--- config.mk ---
export PLATFORM = sky130hd
export DESIGN_NAME = if_fetch_unit
export DESIGN_NICKNAME = d
export VERILOG_FILES = /design/src/rtl/if_fetch_unit.sv
export SDC_FILE = /design/constraint.sdc
export NUM_CORES = 1
export LEC_CHECK = 0
export CELL_PAD_IN_SITES_DETAIL_PLACEMENT = 1
export CELL_PAD_IN_SITES_GLOBAL_PLACEMENT = 1
export CORE_UTILIZATION = 35
export CTS_CLUSTER_DIAMETER = 60
export CTS_CLUSTER_SIZE = 40
export DETAILED_ROUTE_END_ITERATION = 6
export PLACE_DENSITY = 0.84
export SETUP_SLACK_MARGIN = 0.15
export SYNTH_ARGS = -nofsm -noshare
export SYNTH_HDL_FRONTEND = slang
export SYNTH_SLANG_ARGS = --single-unit
export TNS_END_PERCENT = 1
--- constraint.sdc ---
create_clock -name clk -period 6.3 [get_ports clk]
set_clock_uncertainty 0.05 [all_clocks]
set_input_delay 1.26 -clock clk [delete_from_list [all_inputs] [get_ports clk]]
set_output_delay 1.26 -clock clk [all_outputs]
set_load 0.01 [all_outputs]
--- src/rtl/if_fetch_unit.sv ---
// if_fetch_unit: PC owner issuing single-outstanding imem fetches into the IF/ID register
module if_fetch_unit #(
  parameter logic [31:0] RESET_PC = 32'h00000000
) (
  input  logic        clk,
  input  logic        reset,
  input  logic        stall,
  input  logic        branch_taken,
  input  logic [31:0] branch_target,
  output logic        imem_req,
  output logic [31:0] imem_addr,
  input  logic        imem_valid,
  input  logic [31:0] imem_rdata,
  output logic        fd_flag,
  output logic        fd_pc_replace,
  output logic [31:0] fd_idata,
  output logic [31:0] fd_iaddr
);
  typedef enum logic [1:0] {FETCH, WAIT, HOLD} state_t;
  state_t      state;
  logic [31:0] pc;
  logic [31:0] hold_data;
  logic        drop;
  // Fetch FSM: redirect beats response handling and stall; pc stays put in HOLD so it doubles as the buffered address
  always_ff @(posedge clk or posedge reset) begin
    if (reset) begin
      state         <= FETCH;
      pc            <= RESET_PC;
      hold_data     <= '0;
      drop          <= 1'b0;
      imem_req      <= 1'b0;
      imem_addr     <= '0;
      fd_flag       <= 1'b0;
      fd_pc_replace <= 1'b0;
      fd_idata      <= '0;
      fd_iaddr      <= '0;
    end else begin
      imem_req      <= 1'b0;
      fd_flag       <= 1'b0;
      fd_pc_replace <= 1'b0;
      if (branch_taken) begin
        pc            <= {branch_target[31:2], 2'b00};
        fd_flag       <= 1'b1;
        fd_pc_replace <= 1'b1;
        if (state == WAIT && !imem_valid) begin
          drop <= 1'b1;
        end else begin
          drop  <= 1'b0;
          state <= FETCH;
        end
      end else begin
        case (state)
          FETCH: begin
            imem_req  <= 1'b1;
            imem_addr <= pc;
            state     <= WAIT;
          end
          WAIT: begin
            if (imem_valid) begin
              if (drop) begin
                drop  <= 1'b0;
                state <= FETCH;
              end else if (stall) begin
                hold_data <= imem_rdata;
                state     <= HOLD;
              end else begin
                fd_flag  <= 1'b1;
                fd_idata <= imem_rdata;
                fd_iaddr <= pc;
                pc       <= pc + 32'd4;
                state    <= FETCH;
              end
            end
          end
          HOLD: begin
            if (!stall) begin
              fd_flag  <= 1'b1;
              fd_idata <= hold_data;
              fd_iaddr <= pc;
              pc       <= pc + 32'd4;
              state    <= FETCH;
            end
          end
          default: state <= FETCH;
        endcase
      end
    end
  end
endmodule

== Word-level counts from Yosys, hierarchy flattened ==
Index checks and enable logic that the tools add are counted.

* Output and inout bits: 99
* Flip-flop bits (word level): 166
* Word-level logic and storage cells: 70

* Muxes and demuxes: 33
* $add $sub $neg: 1
* Reduce and logical (&&, ||, !) cells: 14
* Equality and inequality tests: 10
* Bitwise gates (word level): 2

{| class="wikitable"
|+ Operators by type and width
! cell !! count
|-
| $mux W32 || 11
|-
| $pmux W32 S2 || 3
|-
| $add A32 B3 Y32 const B || 1
|-
| $mux W2 || 6
|-
| $mux W1 || 11
|-
| $ne A2 B2 Y1 const B || 5
|-
| $ne A3 B3 Y1 const B || 3
|-
| $pmux W2 S3 || 1
|-
| $reduce_and A3 Y1 || 2
|-
| $reduce_and A6 Y1 || 1
|-
| $reduce_bool A2 Y1 || 3
|-
| $reduce_and A5 Y1 || 1
|-
| $reduce_and A2 Y1 || 2
|-
| $reduce_and A4 Y1 || 1
|-
| $reduce_bool A3 Y1 || 1
|-
| $eq A2 B1 Y1 const B || 1
|-
| $eq A2 B2 Y1 const B || 1
|-
| $logic_not A2 Y1 || 1
|-
| $not A1 Y1 || 2
|-
| $pmux W1 S2 || 1
|-
| $logic_and A1 B1 Y1 || 1
|-
| $logic_not A1 Y1 || 1
|}

== Depth between registers and ports, before layout ==
Gate-level depths: netlist of the first run.

* Word-level depth: 6
* Gate-level depth with buffers: 8
* Mapped depth without buffers: 6

== Worst setup path before layout of the first run ==
No wires, ideal clock.

* Path type: in2reg
* From: input port stall
* To: register pc[29]
* Data required time: 6.168 ns
* Setup slack: 3.499 ns
* Library setup time: 0.082 ns
* Stages on the path: 6
* Arrival: 2.669 ns
* Path through: buf_2 -> nor4bb_1 -> buf_2 -> o2111ai_2 -> or4_1 -> a31oi_1

* Word-level cells in the longest chain between the ends: 5

{| class="wikitable"
|+ Ends and longest elaborated chain
! item !! line !! text
|-
| start: declaration || 7 || <nowiki>input logic stall,</nowiki>
|-
| $mux W32 (*) || -- ||
|-
| $mux W32 (2 in series) || -- ||
|-
| $pmux W32 S2 (*) || -- ||
|-
| $mux W32 (*) || -- ||
|-
| end signal: assignment || 42 || <nowiki>pc <= {branch_target[31:2], 2'b00};</nowiki>
|-
| end signal: assignment || 70 || <nowiki>pc <= pc + 32'd4;</nowiki>
|-
| end signal: assignment || 80 || <nowiki>pc <= pc + 32'd4;</nowiki>
|-
| end: declaration || 21 || <nowiki>logic [31:0] pc;</nowiki>
|}

Mark *: on every way between the ends. The rest lies on a longest branch, timed or not. The select of a mux whose other input is x is not followed.
A chain may end at the register's enable or synchronous reset.

== Worst setup path in the final report of the first run ==
* From: input port stall
* To: register fd_iaddr[16]

* Word-level cells in the longest chain between the ends: 4

{| class="wikitable"
|+ Ends and longest elaborated chain
! item !! line !! text
|-
| $mux W32 (*) || -- ||
|-
| $mux W32 (2 in series) || -- ||
|-
| $pmux W32 S2 (*) || -- ||
|-
| end signal: assignment || 69 || <nowiki>fd_iaddr <= pc;</nowiki>
|-
| end signal: assignment || 79 || <nowiki>fd_iaddr <= pc;</nowiki>
|-
| end: declaration || 17 || <nowiki>output logic [31:0] fd_iaddr</nowiki>
|}

Marks and branches as above.

==> results of run 1 <==
[final cells by class]
| type | count | area, µm² |
|---|---|---|
| Multi-Input combinational cell | 440 | 2910 |
| Clock buffer | 18 | 439 |
| Clock inverter | 14 | 146 |
| Timing Repair Buffer | 171 | 1690 |
| Fill cell | 2156 | 10100 |
| Sequential cell | 160 | 4000 |
| Tap cell | 265 | 332 |
| Inverter | 19 | 76.3 |
[layer usage]
layer	up-vias	track usage [%]	wire length (µm)
met4	0	6.12	384
met2	176	31.5	9400
li1	2623	-	-
met1	2813	26.4	9050
met5	-	0	0
met3	24	5.72	1220
[where the power goes]
group / switching, mW / internal (mW)
clock: 0.466 / 0.569
combinational: 0.532 / 0.723
sequential: 0.230 / 1.41
[kinds of logic (layout without fill, tap and decap cells)]
logic type               Yosys count  count (layout)  synth area share [%]
AND/OR/NAND/NOR                  215             215                  14.2
flip-flops                       160             160                  56.0
AO/OA/AOI/OAI                    113             113                  10.0
multiplexers                      96              96                  14.5
buffers and inverters             60             222                  3.54
XOR/XNOR                           8               8                 0.980
adder cells (fa/ha/maj)            4               4                 0.700
other                              1               4                0.0525
[registers in the layout, indices dropped and copies added, names as in the netlist]
name and cells:
fd_pc_replace 1, state 2, fd_flag 1, fd_idata 32
imem_req 1, drop 1, imem_addr 30, pc 30
fd_iaddr 30, hold_data 32
[through the flow]
| stage | worst slack [ns] | area, µm² |
|---|---|---|
| finish | 3.00 | 9600 |
| global route | 2.84 | 9600 |
| CTS | 2.98 | 9600 |
| detailed placement | 2.51 | 9010 |
| global placement | 2.55 | 9010 |
| floorplan | 0.670 | 7160 |
[worst max-delay path, cell delays in order]
cell and delay [ns]:
clkdlybuf4s50_1 0.61, inv_1 0.25, and4_1 0.68, buf_4 0.39, mux2_2 0.37
[cell usage after synthesis, drive strengths merged (3+ instances only)]
master / number / area share [%]
clkbuf: 23 / 1.2
or3: 4 / 0.35
nand3: 14 / 1.1
nand2: 128 / 6.7
o31ai: 8 / 0.84
xnor2: 7 / 0.86
nand4: 17 / 1.5
inv: 18 / 0.94
a211o: 4 / 0.49
nor3: 5 / 0.42
a21oi: 5 / 0.35
o21ai: 60 / 4.2
a211oi: 3 / 0.38
buf: 18 / 1.3
dfrtp: 160 / 56
and4: 5 / 0.61
a31oi: 14 / 1.2
mux2i: 34 / 4.8
ha: 4 / 0.70
mux2: 62 / 9.8
a311o: 3 / 0.42
nor2: 19 / 1.0
or4: 9 / 1.0
o211ai: 4 / 0.42
[final timing paths]
path,end,cells past startpoint,slack [ns],from
max,fd_iaddr[16],5,3.00,stall
min,fd_idata[24],2,0.43,fd_idata[24]
max reg2reg,pc[22],6,3.78,state[1]
min reg2reg,fd_idata[24],2,0.43,fd_idata[24]
max in group asynchronous,fd_iaddr[19],3,3.87,reset
min in group asynchronous,hold_data[8],2,1.24,reset
==> results by group, run 1 <==
Status
  • Status: finished clean

Clock tree
  • Number of buffers created by CTS: 17
  • CTS Root Cell: clkbuf_16
  • Clk_lat worst skew: 0.43 ns
  • Reg clk slew, reported paths: 0.07 ns
  • Post-CTS Resized: 0
  • Post CTS Setup Buffer Count: 0
  • Clock tree sinks: 160
  • Clock Path Buffers: 2
  • Post-CTS Hold Buffers: 0
  • CTS tree: yes
  • # H-tree levels: 4

Die
  • Die outline area: 21000 µm²
  • Core area: 19700 µm²
  • Rows: 51
  • Initial Util: 36.3%
  • Chip Height: 145 µm
  • Die X: 145 µm
  • Ports: 168

STA
  • Final Cycle Share: 52.5%
  • Setup_tns: 0 ns
  • Worst-Margin Slew: 0.872 ns
  • FMAX: 0.303 GHz
  • RSZ-0062 raised after global routing: false
  • Hold Vio Cnt, Final: 0
  • Setup Viol. Count Final: 0
  • Final slew viol count: 0
  • Rel. slew slack: 41.8%
  • Hold Slack: 0.431 ns
  • Min Tclk post-route: 3.30 ns

Global route
  • Initial antenna violation count: 0
  • Vias in the first global route: 5911
  • GRT Total Usage: 19.9%
  • Overflow after GRT: 0
  • First-pass GRT wire length: 32.8 mm
  • Pin count of the biggest net entering global routing: 65

Synthesis
  • Post-Syn Area: 7150 µm²
  • Post-synth ARST share: 100%
  • Sequential share of the synthesized area: 56.0%
  • EDFF count, synth: 0
  • Yosys warns: 0
  • Cells after Synth: 657
  • #FFs+latches synth: 160
  • Post-synth cell types: 54
  • Mapped Avg Cell Area: 10.9 µm²
  • Dominant synthesized flop cell: dfrtp_1

Detailed routing
  • DRT Pass-1 Iters: 4
  • 1st-iter DRT viols: 174
  • Post-route ant nets: 0
  • Drt total wl: 20.0 mm
  • Detailed-route DRC error count: 0
  • Vias/cell: 5.18
  • Vias: 5636
  • WL/cell: 18.4 µm

Power
  • Overall Power: 3.93 mW
  • Leakage: 3.99 nW
  • Max VDD drop: 0.000185 V
  • Power per cell area: 409 nW/µm²

Critical path
  • Critical path arrival: 3.57 ns
  • CP Class: primary input to register
  • Setup crit end kind: register
  • WP data required: 6.56 ns
  • Startpoint Class: primary input
  • Worst Path Max Fanout: 17

Final layout
  • N_diodes: 0
  • Commonest non-fill, non-tap cell in the layout: clkdlybuf4s50_1
  • Most frequent cells in the layout: clkdlybuf4s50_1, dfrtp_1, nand2_1, mux2_2, o21ai_0
  • Syn-to-layout area delta: 34.2%
  • Layout cells sized above 1: 14.4%
  • Final std cells w/o fill: 1087
  • Final net count: 882
  • Post-layout util: 48.7%

Hold path
  • HP Class: register to register

Place
  • Gpl congestion: 0.753
  • Port bufs: 161
  • Placed Cells: 1055
  • HPWL Detailed: 13.6 mm

Job
  • MaxCap Viol Count: 0
No activity file was read; power rests on OpenSTA's default activity.
==> inputs of run 2 (changes only) <==
- clock period: 6.3 -> 3.13 ns (I/O delays scaled with it)
==> run 2 against run 1 <==
- worst hold slack lost 0.0039 ns
- combinational power increased by 100%
- flip-flop and latch count is the same
- clock power increased by 130%
- core utilization increased by 0.77 points
- power is 110% higher
- non-clock buffer count grew 5
- sequential share of layout area down 0.65 points
- largest cell class unchanged
- largest power group unchanged
==> results by group, run 2 (same netlist as run 1, synthesis figures left out) <==
Global route
  • Vias in the first global route: 5940 (was 5911)
  • M1 GR Usage: 26.8% (was 26.4%)
  • GRT Total Usage: 20.2% (was 19.9%)
  • Pin count of the biggest net entering global routing: 98 (was 65)
  • Met3 usage: 5.00% (was 5.72%)
  • Initial antenna violation count: 0 (unchanged)
  • Overflow after GRT: 0 (unchanged)
  • Busiest grt layer: met2 (unchanged)
  • First-pass GRT wire length: 33.2 mm (was 32.8 mm)
  • Met2 Usage GRT: 31.9% (was 31.5%)

STA
  • Rel. slew slack: 38.9% (was 41.8%)
  • FMAX: 0.404 GHz
  • Final slew viol count: 0 (unchanged)
  • Min Tclk post-route: 2.47 ns
  • RSZ-0062 raised after global routing: false (unchanged)
  • Hold Vio Cnt, Final: 0 (unchanged)
  • Final Cycle Share: 79.1%
  • Setup Viol. Count Final: 0 (unchanged)
  • Setup_tns: 0 ns (unchanged)
  • Worst-Margin Slew: 0.915 ns (was 0.872 ns)

Critical path
  • Critical path arrival: 2.77 ns (was 3.57 ns)
  • Setup crit end kind: register (unchanged)
  • Worst Path Max Fanout: 8 (was 17)
  • CP Class: primary input to register (unchanged)
  • Reg-to-reg critical path startpoint: state[1] (unchanged)
  • Critical Path Start: imem_valid (was stall)
  • Startpoint Class: primary input (unchanged)
  • WP data required: 3.42 ns (was 6.56 ns)

Detailed routing
  • Drt total wl: 20.1 mm (was 20.0 mm)
  • Post-route ant nets: 0 (unchanged)
  • Vias/cell: 5.16 (was 5.18)
  • WL/cell: 18.4 µm (about the same)
  • Detailed-route DRC error count: 0 (unchanged)
  • Vias: 5630 (was 5636)
  • 1st-iter DRT viols: 286 (was 174)
  • DRT Pass-1 Iters: 4 (unchanged)

Die
  • Rows: 51 (unchanged)
  • Core area: 19700 µm² (unchanged)
  • Die outline area: 21000 µm² (unchanged)
  • Chip Height: 145 µm (unchanged)
  • Ports: 168 (unchanged)
  • Initial Util: 36.3% (unchanged)
  • Die X: 145 µm (unchanged)

Clock tree
  • Clk_lat worst skew: 0.43 ns (about the same)
  • CTS Root Cell: clkbuf_16 (unchanged)
  • Post-CTS Resized: 0 (unchanged)
  • Reg clk slew, reported paths: 0.07 ns (about the same)
  • Number of buffers created by CTS: 17 (unchanged)
  • # H-tree levels: 4 (unchanged)
  • Post CTS Setup Buffer Count: 0 (unchanged)
  • CTS tree: yes (unchanged)
  • Clock tree sinks: 160 (unchanged)
  • Post-CTS Hold Buffers: 0 (unchanged)
  • Clock Path Buffers: 2 (unchanged)

Place
  • HPWL Detailed: 13.8 mm (was 13.6 mm)
  • Port bufs: 161 (unchanged)
  • Placed Area: 9080 µm² (was 9010 µm²)
  • Gpl congestion: 0.770 (was 0.753)

Final layout
  • N_diodes: 0 (unchanged)
  • Syn-to-layout area delta: 36.3% (was 34.2%)
  • Final net count: 887 (was 882)
  • Most frequent cells in the layout: clkdlybuf4s50_1, dfrtp_1, nand2_1, mux2_2, o21ai_0 (unchanged)
  • Layout cells sized above 1: 14.8% (was 14.4%)
  • Commonest non-fill, non-tap cell in the layout: clkdlybuf4s50_1 (unchanged)
  • Top Registers: fd_idata: 32 flops, hold_data: 32 flops (unchanged)
  • Post-route cell area: 9750 µm² (was 9600 µm²)
  • FILL cells: 2117 (was 2156)

Power
  • Power per cell area: 841 nW/µm² (was 409 nW/µm²)
  • Max VDD drop: 0.000410 V (was 0.000185 V)
  • Leakage: 4.06 nW (was 3.99 nW)

Hold path
  • Hold Startpoint: fd_idata[21] (was fd_idata[24])
  • HP Class: register to register (unchanged)

Status
  • Status: finished clean (unchanged)

Job
  • MaxCap Viol Count: 0 (unchanged)
==> run 2: final timing paths <==
kind	slack [ns]	cells past startpoint	end
max in group asynchronous	1.69	3	fd_idata[21]
setup / recovery	0.66	6	pc[25]
setup reg to reg	0.68	7	pc[25]
hold reg to reg	0.43	2	fd_idata[21]
hold / removal	0.43	2	fd_idata[21]
min in group asynchronous	0.66	3	imem_addr[2]
==> run 2: report_power, final <==
part	internal [mW]	switching (mW)	leakage (nW)
Combinational	1.47	1.08	1.81
Sequential	2.83	0.472	1.93
Clock	1.47	0.879	0.321
==> run 2: stage by stage <==
stage / utilization (%) / total power [mW] / setup slack (ns) / hold WS (ns) / instances
finish: 49.4 / 8.20 / 0.656 / 0.427 / 1092
floorplan: - / 4.39 / 0.425 / 0.428 / 660
global placement: 46.1 / 5.78 / 0.352 / 0.409 / 1060
CTS: 49.4 / 8.31 / 0.661 / 0.434 / 1092
detailed placement: 46.1 / 5.92 / 0.227 / 0.417 / 1060
global route: 49.4 / 8.67 / 0.543 / 0.451 / 1092
==> run 2: cell type report <==
class / count / area (µm²) / area share [%]
Sequential cell: 160 / 4000 / 41.1
Tap cell: 265 / 332 / 3.40
Clock buffer: 20 / 457 / 4.68
Inverter: 19 / 75.1 / 0.770
Multi-Input combinational cell: 440 / 2910 / 29.9
Clock inverter: 12 / 206 / 2.12
Timing Repair Buffer: 176 / 1760 / 18.1
==> run 2: worst max-delay path, cell delays in order <==
cell and delay, ns:
clkdlybuf4s50_1 0.60, nor4bb_1 0.35, buf_4 0.22, o21ai_1 0.24, or4_1 0.54, a31oi_1 0.19
==> run 2: routing by layer <==
layer,part of all wire [%],vias up
met5,0,-
met4,1.9,0
met3,4.5,27
met2,48,158
met1,46,2822
li1,-,2623
